===== config.mk =====
export PLATFORM = sky130hd
export DESIGN_NAME = writeback_unit
export DESIGN_NICKNAME = d
export VERILOG_FILES = /design/src/rtl/riscv_pkg.sv /design/src/rtl/wb_fifo.sv /design/src/rtl/writeback_unit.sv
export SDC_FILE = /design/constraint.sdc
export NUM_CORES = 1
export LEC_CHECK = 0
export BUFFER_PORTS_ARGS = -buffer_cell sky130_fd_sc_hd__buf_2
export CORE_ASPECT_RATIO = 0.9
export CORE_UTILIZATION = 55
export CTS_BUF_LIST = sky130_fd_sc_hd__clkbuf_16
export CTS_CLUSTER_SIZE = 25
export DETAILED_ROUTE_END_ITERATION = 6
export MAX_ROUTING_LAYER = met4
export PLACE_DENSITY = 0.89
export SKIP_LAST_GASP = 1
export SLEW_MARGIN = 20
export SYNTH_ARGS = -nofsm -noshare
export SYNTH_HDL_FRONTEND = slang
export SYNTH_SLANG_ARGS = --single-unit
export TNS_END_PERCENT = 10

===== constraint.sdc =====
create_clock -name clk -period 2.96 [get_ports clk]
set_input_delay 0.592 -clock clk [delete_from_list [all_inputs] [get_ports clk]]
set_output_delay 0.592 -clock clk [all_outputs]
set_load 0.02 [all_outputs]

===== src/rtl/riscv_pkg.sv =====
// Shared register-file types and the writeback entry payload.
package riscv_pkg;

    localparam int unsigned XLEN     = 32;
    localparam int unsigned NUM_REGS = 32;

    typedef logic [4:0] reg_idx_t;

    typedef struct packed {
        reg_idx_t            rd;
        logic [XLEN-1:0]     data;
    } wb_entry_t;

endpackage


===== src/rtl/wb_fifo.sv =====
// Small FIFO holding slow results that lost arbitration to the ALU.
// Push is ignored when full and pop is ignored when empty.
module wb_fifo
    import riscv_pkg::*;
#(
    parameter int unsigned DEPTH = 4
) (
    input  logic                     clk,
    input  logic                     reset_n,
    input  logic                     push,
    input  wb_entry_t                push_data,
    input  logic                     pop,
    output wb_entry_t                pop_data,
    output logic                     full,
    output logic                     empty,
    output logic [$clog2(DEPTH):0]   count
);

    localparam int unsigned PTR_W = $clog2(DEPTH);
    localparam int unsigned CNT_W = PTR_W + 1;

    wb_entry_t         mem [DEPTH];
    logic [PTR_W-1:0]  wr_ptr;
    logic [PTR_W-1:0]  rd_ptr;
    logic              do_push;
    logic              do_pop;

    assign full     = (count == CNT_W'(DEPTH));
    assign empty    = (count == '0);
    assign do_push  = push && !full;
    assign do_pop   = pop && !empty;
    assign pop_data = mem[rd_ptr];

    // Entry storage; contents are don't-care until written, so no reset.
    always_ff @(posedge clk) begin
        if (do_push) begin
            mem[wr_ptr] <= push_data;
        end
    end

    // Pointers and occupancy; DEPTH is a power of two so pointers wrap naturally.
    always_ff @(posedge clk or negedge reset_n) begin
        if (!reset_n) begin
            wr_ptr <= '0;
            rd_ptr <= '0;
            count  <= '0;
        end else begin
            if (do_push) wr_ptr <= wr_ptr + PTR_W'(1);
            if (do_pop)  rd_ptr <= rd_ptr + PTR_W'(1);
            count <= count + CNT_W'(do_push) - CNT_W'(do_pop);
        end
    end

endmodule


===== src/rtl/writeback_unit.sv =====
// Register-file writeback arbiter: ALU results win, slow results queue in
// wb_fifo, and a pending scoreboard flags RAW hazards on in-flight slow ops.
// Optional feature macro: WB_BYPASS_EN (adds fwd_* ports, busy drops during write).
module writeback_unit
    import riscv_pkg::*;
#(
    parameter int unsigned XLEN  = riscv_pkg::XLEN,
    parameter int unsigned DEPTH = 4
) (
    input  logic              clk,
    input  logic              reset_n,
    input  logic              alu_valid,
    input  logic [4:0]        alu_rd,
    input  logic [XLEN-1:0]   alu_data,
    input  logic              slow_valid,
    output logic              slow_ready,
    input  logic [4:0]        slow_rd,
    input  logic [XLEN-1:0]   slow_data,
    input  logic              issue_valid,
    input  logic [4:0]        issue_rd,
    input  logic [4:0]        rs1_addr,
    input  logic [4:0]        rs2_addr,
    output logic              rs1_busy,
    output logic              rs2_busy,
`ifdef WB_BYPASS_EN
    output logic              fwd_valid,
    output logic [4:0]        fwd_rd,
    output logic [XLEN-1:0]   fwd_data,
`endif
    output logic              rf_write_enable,
    output logic [4:0]        rf_write_addr,
    output logic [XLEN-1:0]   rf_write_data
);

    localparam int unsigned CNT_W = $clog2(DEPTH) + 1;

    wb_entry_t              fifo_head;
    wb_entry_t              slow_entry;
    wb_entry_t              sel_entry;
    logic                   fifo_full;
    logic                   fifo_empty;
    logic [CNT_W-1:0]       fifo_count;
    logic                   slow_acc;
    logic                   sel_valid;
    logic                   sel_is_slow;
    logic                   push;
    logic                   pop;
    logic [NUM_REGS-1:0]    pending;
    logic [NUM_REGS-1:0]    pending_nxt;

    assign slow_ready = !fifo_full;
    assign slow_acc   = slow_valid && slow_ready;
    assign slow_entry = '{rd: slow_rd, data: slow_data};

    wb_fifo #(.DEPTH(DEPTH)) u_fifo (
        .clk       (clk),
        .reset_n   (reset_n),
        .push      (push),
        .push_data (slow_entry),
        .pop       (pop),
        .pop_data  (fifo_head),
        .full      (fifo_full),
        .empty     (fifo_empty),
        .count     (fifo_count)
    );

    // Source select: ALU, then queued slow head, then incoming slow (only when queue empty).
    always_comb begin
        sel_valid   = 1'b0;
        sel_is_slow = 1'b0;
        sel_entry   = '0;
        push        = 1'b0;
        pop         = 1'b0;
        if (alu_valid) begin
            sel_valid = 1'b1;
            sel_entry = '{rd: alu_rd, data: alu_data};
            push      = slow_acc;
        end else if (!fifo_empty) begin
            sel_valid   = 1'b1;
            sel_is_slow = 1'b1;
            sel_entry   = fifo_head;
            pop         = 1'b1;
            push        = slow_acc;
        end else if (slow_acc) begin
            sel_valid   = 1'b1;
            sel_is_slow = 1'b1;
            sel_entry   = slow_entry;
        end
    end

    // Scoreboard update: a slow write clears its rd, a new issue sets it and wins.
    always_comb begin
        pending_nxt = pending;
        if (sel_is_slow && sel_entry.rd != '0) begin
            pending_nxt[sel_entry.rd] = 1'b0;
        end
        if (issue_valid && issue_rd != '0) begin
            pending_nxt[issue_rd] = 1'b1;
        end
    end

`ifdef WB_BYPASS_EN
    assign fwd_valid = rf_write_enable;
    assign fwd_rd    = rf_write_addr;
    assign fwd_data  = rf_write_data;
    assign rs1_busy  = pending[rs1_addr];
    assign rs2_busy  = pending[rs2_addr];
`else
    logic wb_slow;

    // Keeps the hazard visible while the slow value is still on the write port.
    always_ff @(posedge clk or negedge reset_n) begin
        if (!reset_n) begin
            wb_slow <= 1'b0;
        end else begin
            wb_slow <= sel_is_slow && (sel_entry.rd != '0);
        end
    end

    assign rs1_busy = pending[rs1_addr] || (wb_slow && rf_write_addr == rs1_addr);
    assign rs2_busy = pending[rs2_addr] || (wb_slow && rf_write_addr == rs2_addr);
`endif

    // Write port and scoreboard registers; rd 0 is consumed without a strobe.
    always_ff @(posedge clk or negedge reset_n) begin
        if (!reset_n) begin
            rf_write_enable <= 1'b0;
            rf_write_addr   <= '0;
            rf_write_data   <= '0;
            pending         <= '0;
        end else begin
            rf_write_enable <= sel_valid && (sel_entry.rd != '0);
            rf_write_addr   <= sel_entry.rd;
            rf_write_data   <= sel_entry.data;
            pending         <= pending_nxt;
        end
    end

`ifndef SYNTHESIS
    // Decode must stall an ALU op whose destination still has a slow op in flight.
    alu_to_pending_rd: assert property (@(posedge clk) disable iff (!reset_n)
        (alu_valid && alu_rd != '0) |-> !pending[alu_rd]);

    fifo_count_in_range: assert property (@(posedge clk) disable iff (!reset_n)
        fifo_count <= CNT_W'(DEPTH));
`endif

endmodule


# Word level (Yosys, flattened, before mapping)
# Memory sizes are Yosys's and may differ from the RTL's.
# Index checks and enable logic that the tools add are counted.
[op_classes] n_lt_le_gt_ge=6 n_reduce_logical=17 muxes=23 addsub=4 bitwise_logic=3 n_eq_ne=3
[ops] operator="$mux W37" count=3
[ops] operator="$mux W32" count=2
[ops] operator="$and A32 B32 Y32" count=1
[ops] operator="$not A32 Y32" count=1
[ops] operator="$or A32 B32 Y32" count=1
[ops] operator="$lt A5 B6 Y1 const B" count=4
[ops] operator="$mux W1" count=14
[ops] operator="$bmux W1 S5" count=2
[ops] operator="$demux W1 S5" count=2
[ops] operator="$eq A5 B5 Y1" count=2
[ops] operator="$ge A5 B1 Y1 const B" count=2
[ops] operator="$logic_and A1 B1 Y1" count=10
[ops] operator="$reduce_bool A5 Y1" count=2
[ops] operator="$add A2 B1 Y2 const B" count=2
[ops] operator="$add A3 B1 Y3" count=1
[ops] operator="$eq A3 B3 Y1 const B" count=1
[ops] operator="$logic_not A3 Y1" count=1
[ops] operator="$sub A3 B1 Y3" count=1
[ops] operator="$logic_not A1 Y1" count=2
[ops] operator="$logic_or A1 B1 Y1" count=2
[totals] register_bits=78 ram_bits=148 elab_cells=65 out_inout_bits=41 memories=1
[memory_table] name="u_fifo.mem" depth=4 width=37 read_ports=1 rd_clocked_by_memory_dff=0 write_ports=1 line="wb_fifo.sv:22" rtl="wb_entry_t mem [DEPTH];"

# Logic depth before layout (Yosys ltp)
[logic_depth] ltp_word=15 ltp_mapped=10

# Cells and area by module
# A second synthesis with hierarchy kept.
[unflattened] hier_cells=639 area_unflattened_um2=9778.1
[by_module_without_submodules] module="wb_fifo" cells_each=234 instances=1 area_each_um2=5796.8
[by_module_without_submodules] module="writeback_unit" cells_each=405 instances=1 area_each_um2=3981.3

# Worst setup path after synthesis
# Ideal clock, no wire load.
[synth_path] path_type="in2out" start="input port rs1_addr[0]" end="output port rs1_busy" arrival_ns=2.095 setup_slack_ns=0.273 stages=5 t_required_ns=2.368 path_cell_list="buf_2 mux4_2 mux4_2 mux2i_1 nand2_1"
[synth_via] elab_chain_cells=3 word_cells_on_any_way=5 cone_classes="eq/ne (1); mux (2); reduce/logical (2)"
[synth_rtl] element="start, declared" line="writeback_unit.sv:21" rtl="input logic [4:0] rs1_addr,"
[synth_rtl] element="$bmux W1 S5 or $eq A5 B5 Y1 (tied branches)" line="writeback_unit.sv:120" rtl="assign rs1_busy = pending[rs1_addr] || (wb_slow && rf_write_addr == rs1_addr);"
[synth_rtl] element="$mux W1 (implied by the code) or $logic_and A1 B1 Y1 (tied branches)" line="writeback_unit.sv:120"
[synth_rtl] element="$logic_or A1 B1 Y1 *" line="writeback_unit.sv:120"
[synth_rtl] element="end, declared" line="writeback_unit.sv:23" rtl="output logic rs1_busy,"
# Every way passes the cells marked *; elsewhere a longest branch is shown, timed or not. The select of a mux whose other input is x is not followed.

# Worst setup path after layout
[layout_path] start="register pending[28]" end="output port rs1_busy"
[layout_via] elab_chain_cells=3
[layout_rtl] element="start, declared" line="writeback_unit.sv:48" rtl="logic [NUM_REGS-1:0] pending;"
[layout_rtl] element="start signal, assigned" line="writeback_unit.sv:135" rtl="pending <= pending_nxt;"
[layout_rtl] element="$bmux W1 S5" line="writeback_unit.sv:120"
[layout_rtl] element="$mux W1 (implied by the code)" line="writeback_unit.sv:120"
[layout_rtl] element="$logic_or A1 B1 Y1" line="writeback_unit.sv:120"
# No other way between the ends. The select of a mux whose other input is x is not followed.

==> flow_summary.toml <==
[clock_network]
ctsHtreeMaxLevel = 1
max-clock-path-buffers = 3
clock_latency_ps = 510
clkTransAtPathRegs_ps = 60
cts_tree = "built"
cts_buffers = 23
ctsHoldBuffers = 0
root_buffer = "clkbuf_16"
cts_num_sinks = 226

[synth]
yosys_warnings = 0
netlist_area_um2 = 9990
ys_async_sr_fraction_pct = 34.5
yosysTopAreaCellShare_pct = 44.5
syn_inst = 684
synth_ff_type = "edfxtp_1"
syn_area_per_cell_um2 = 14.6
synth_cell_types = 59
synth_edf_count = 148
yosysTopAreaCell = "edfxtp_1"
ys_seq_area_share_pct = 64.0
syn_nets = 785
ys_ff_latch = 226
yosys-top-cells-area = "edfxtp_1, dfrtp_1, mux4_2"

[pwr]
p_seq_share_pct = 42.5
power_switching_mw = 3.72
swShare_pct = 33.2
peakVddDrop_uv = 596
comb_power_share_pct = 33.1
power_density_nw_per_um2 = 956
p_int_mw = 7.48
cellLeakagePower_nw = 4.69
clock_power_share_pct = 24.5

[cells_and_area]
n_antenna_cell = 0
final_nets = 926
areaGrowthSynthToFinish_pct = 17.2
final_common_cell = "edfxtp_1"
layout_common_cells = "edfxtp_1, buf_2, nand2_1, dfrtp_1, mux4_2"
fill_cells = 1245
drive_gt1_share_pct = 31.6
stdcell_area_um2 = 11700

[floorplanning]
initial_core_util_pct = 56.4
num_rows = 46
die-area_um2 = 18700
pin_count = 135
die_w_um = 144
die_y_um = 130
core_area_um2 = 17700

[global_route]
grt_max_degree = 48
gr-total-overflow = 0
antenna_found_initial = 0
grt_use_total_pct = 26.0
grt_pass1_wl_mm = 35.2
first_global_vias = 6608

[place]
place_congestion = 1.02
place_area_um2 = 11000
hpwl_mm = 15.0
port_buffers = 134

[drt]
vias = 6495
dr.pass1.iters = 5
wl_per_cell_um = 20.8
dr.first_iter.drc_count = 568
post_drt_via_cell_ratio = 6.01
detail-route-antenna-nets = 0
drcViolationCount = 0
drt_wl_total_mm = 22.5

[sta]
rsz0062_at_grt = "no"
tightest_slew_ps = 727
final-setup-viol-count = 0
layout_min_cycle_time_ps = 2910
timing_hold_violations_final = 0
fmax_mhz = 344
slew_headroom_pct = 50.9
tns_ps = 0
slew_violations = 0
clock_skew_ps = 21.9
layout_worst_path_cycle_share_pct = 98.1

[worst_setup_path]
crit_type = "flop to primary output"
worstPathMaxFanout = 4
cp.arrival_ps = 2310
critPathCaptureType = "primary output"
critPathLaunchType = "flop"
required_ps = 2370

[flow_run]
cap_violations = 0

[run_status]
status = "complete, no violations"

[worst_hold_path]
holdCritPathClass = "primary input to async pin"
## flip-flops by register name, indices dropped and copies added (netlist names)
signal and cells:
rf_write_data 32, pending 32, rf_write_addr 5, wb_slow 1
u_fifo.rd_ptr 2, rf_write_enable 1, u_fifo.count 3, u_fifo.wr_ptr 2
u_fifo.mem 148
## synthesized netlist by cell type (3+ instances only)
library cell  count
nor2b_1           3
edfxtp_1        148
nor2_1            8
o41ai_1           7
and3_1           38
ha_1              6
a21oi_1          37
xor2_1           10
xnor2_1           5
mux2_2            4
nor3b_1           5
mux4_2           58
clkbuf_1         25
nand3_1           6
o21ai_0          53
mux2i_1           6
nor3_1            7
buf_2            10
nor4_1            3
a22o_1            7
and3b_1           4
nand2_1          93
dfrtp_1          78
and2_1            5
inv_1            14
a21o_1            3
## per-layer routing
| layer | GRT usage [%] | part of all wire [%] | vias to the layer above | wire (um) |
|---|---|---|---|---|
| li1 | - | - | 2912 | - |
| met1 | 33.7 | 41 | 3264 | 9210 |
| met2 | 42.3 | 49 | 279 | 11000 |
| met3 | 4.59 | 7.4 | 40 | 1670 |
| met4 | 8.26 | 2.5 | 0 | 556 |
| met5 | - | 0 | - | 0 |
## cell type report
| class | instances | area, um^2 | share of cell area (%) |
|---|---|---|---|
| sequential | 226 | 6400 | 54.6 |
| multi-input combinational | 402 | 3380 | 28.8 |
| timing repair buffer | 156 | 866 | 7.39 |
| clock buffer | 23 | 576 | 4.91 |
| tap | 240 | 300 | 2.56 |
| clock inverter | 18 | 134 | 1.14 |
| inverter | 16 | 60.1 | 0.513 |
## metrics by stage
stage               utilization [%]  hold WS [ps]  instances  worst slack [ps]  power, mW
finish                         66.1          52.7       1081              54.9       11.2
global route                   66.1          84.2       1081              36.2       11.8
CTS                            66.1          50.5       1081              41.8       11.2
detailed placement             62.1           394       1040              79.2       8.49
global placement               62.1           398       1040               111       8.34
floorplan                         -           296        684               273       7.29
## power groups by stage
stage | Clock (mW) | Sequential [mW] | Combinational, mW
floorplan | 0 | 4.78 | 2.51
global placement | 0 | 4.75 | 3.59
detailed placement | 0 | 4.79 | 3.70
CTS | 2.78 | 4.74 | 3.73
global route | 2.89 | 4.83 | 4.03
finish | 2.74 | 4.76 | 3.71
## cells by family (layout without fill, tap and decap cells)
kind of cell / count (synthesis) / in the layout / share of synthesized area [%]
adders and majority gates: 7 / 7 / 0.952
buffers and inverters: 56 / 213 / 2.32
xor gates and xnor gates: 15 / 15 / 1.31
DFF: 226 / 226 / 64.0
muxes: 70 / 70 / 14.5
AOI/OAI and AO/OA: 126 / 126 / 7.51
and+or+nand+nor: 184 / 184 / 9.40
## what timing repair did
| item | 4_1_cts | 5_1_grt |
|---|---|---|
| buffers inserted | 0 | 0 |
| endpoints found under the setup margin | 0 | 1 |
| gates resized for setup | 0 | 1 |
## path summary, 6_finish.rpt
check | start | endpoint | slack (ps) | cells after the start
setup / recovery | pending[28] | rs1_busy | 50 | 5
hold / removal | reset_n | rf_write_data[10] | 50 | 1
setup reg to reg | u_fifo.count[0] | pending[13] | 540 | 5
hold reg to reg | pending[0] | pending[0] | 410 | 0
max in group asynchronous | reset_n | rf_write_data[26] | 2270 | 2
min in group clk | alu_data[4] | rf_write_data[4] | 300 | 3
## worst max-delay path: stages, from the launching register on
cell and delay, ps:
dfrtp_1 450, mux4_2 480, mux4_2 500, mux2i_1 160, nand2_1 70, buf_2 150
No activity file was read; power rests on OpenSTA's default activity.
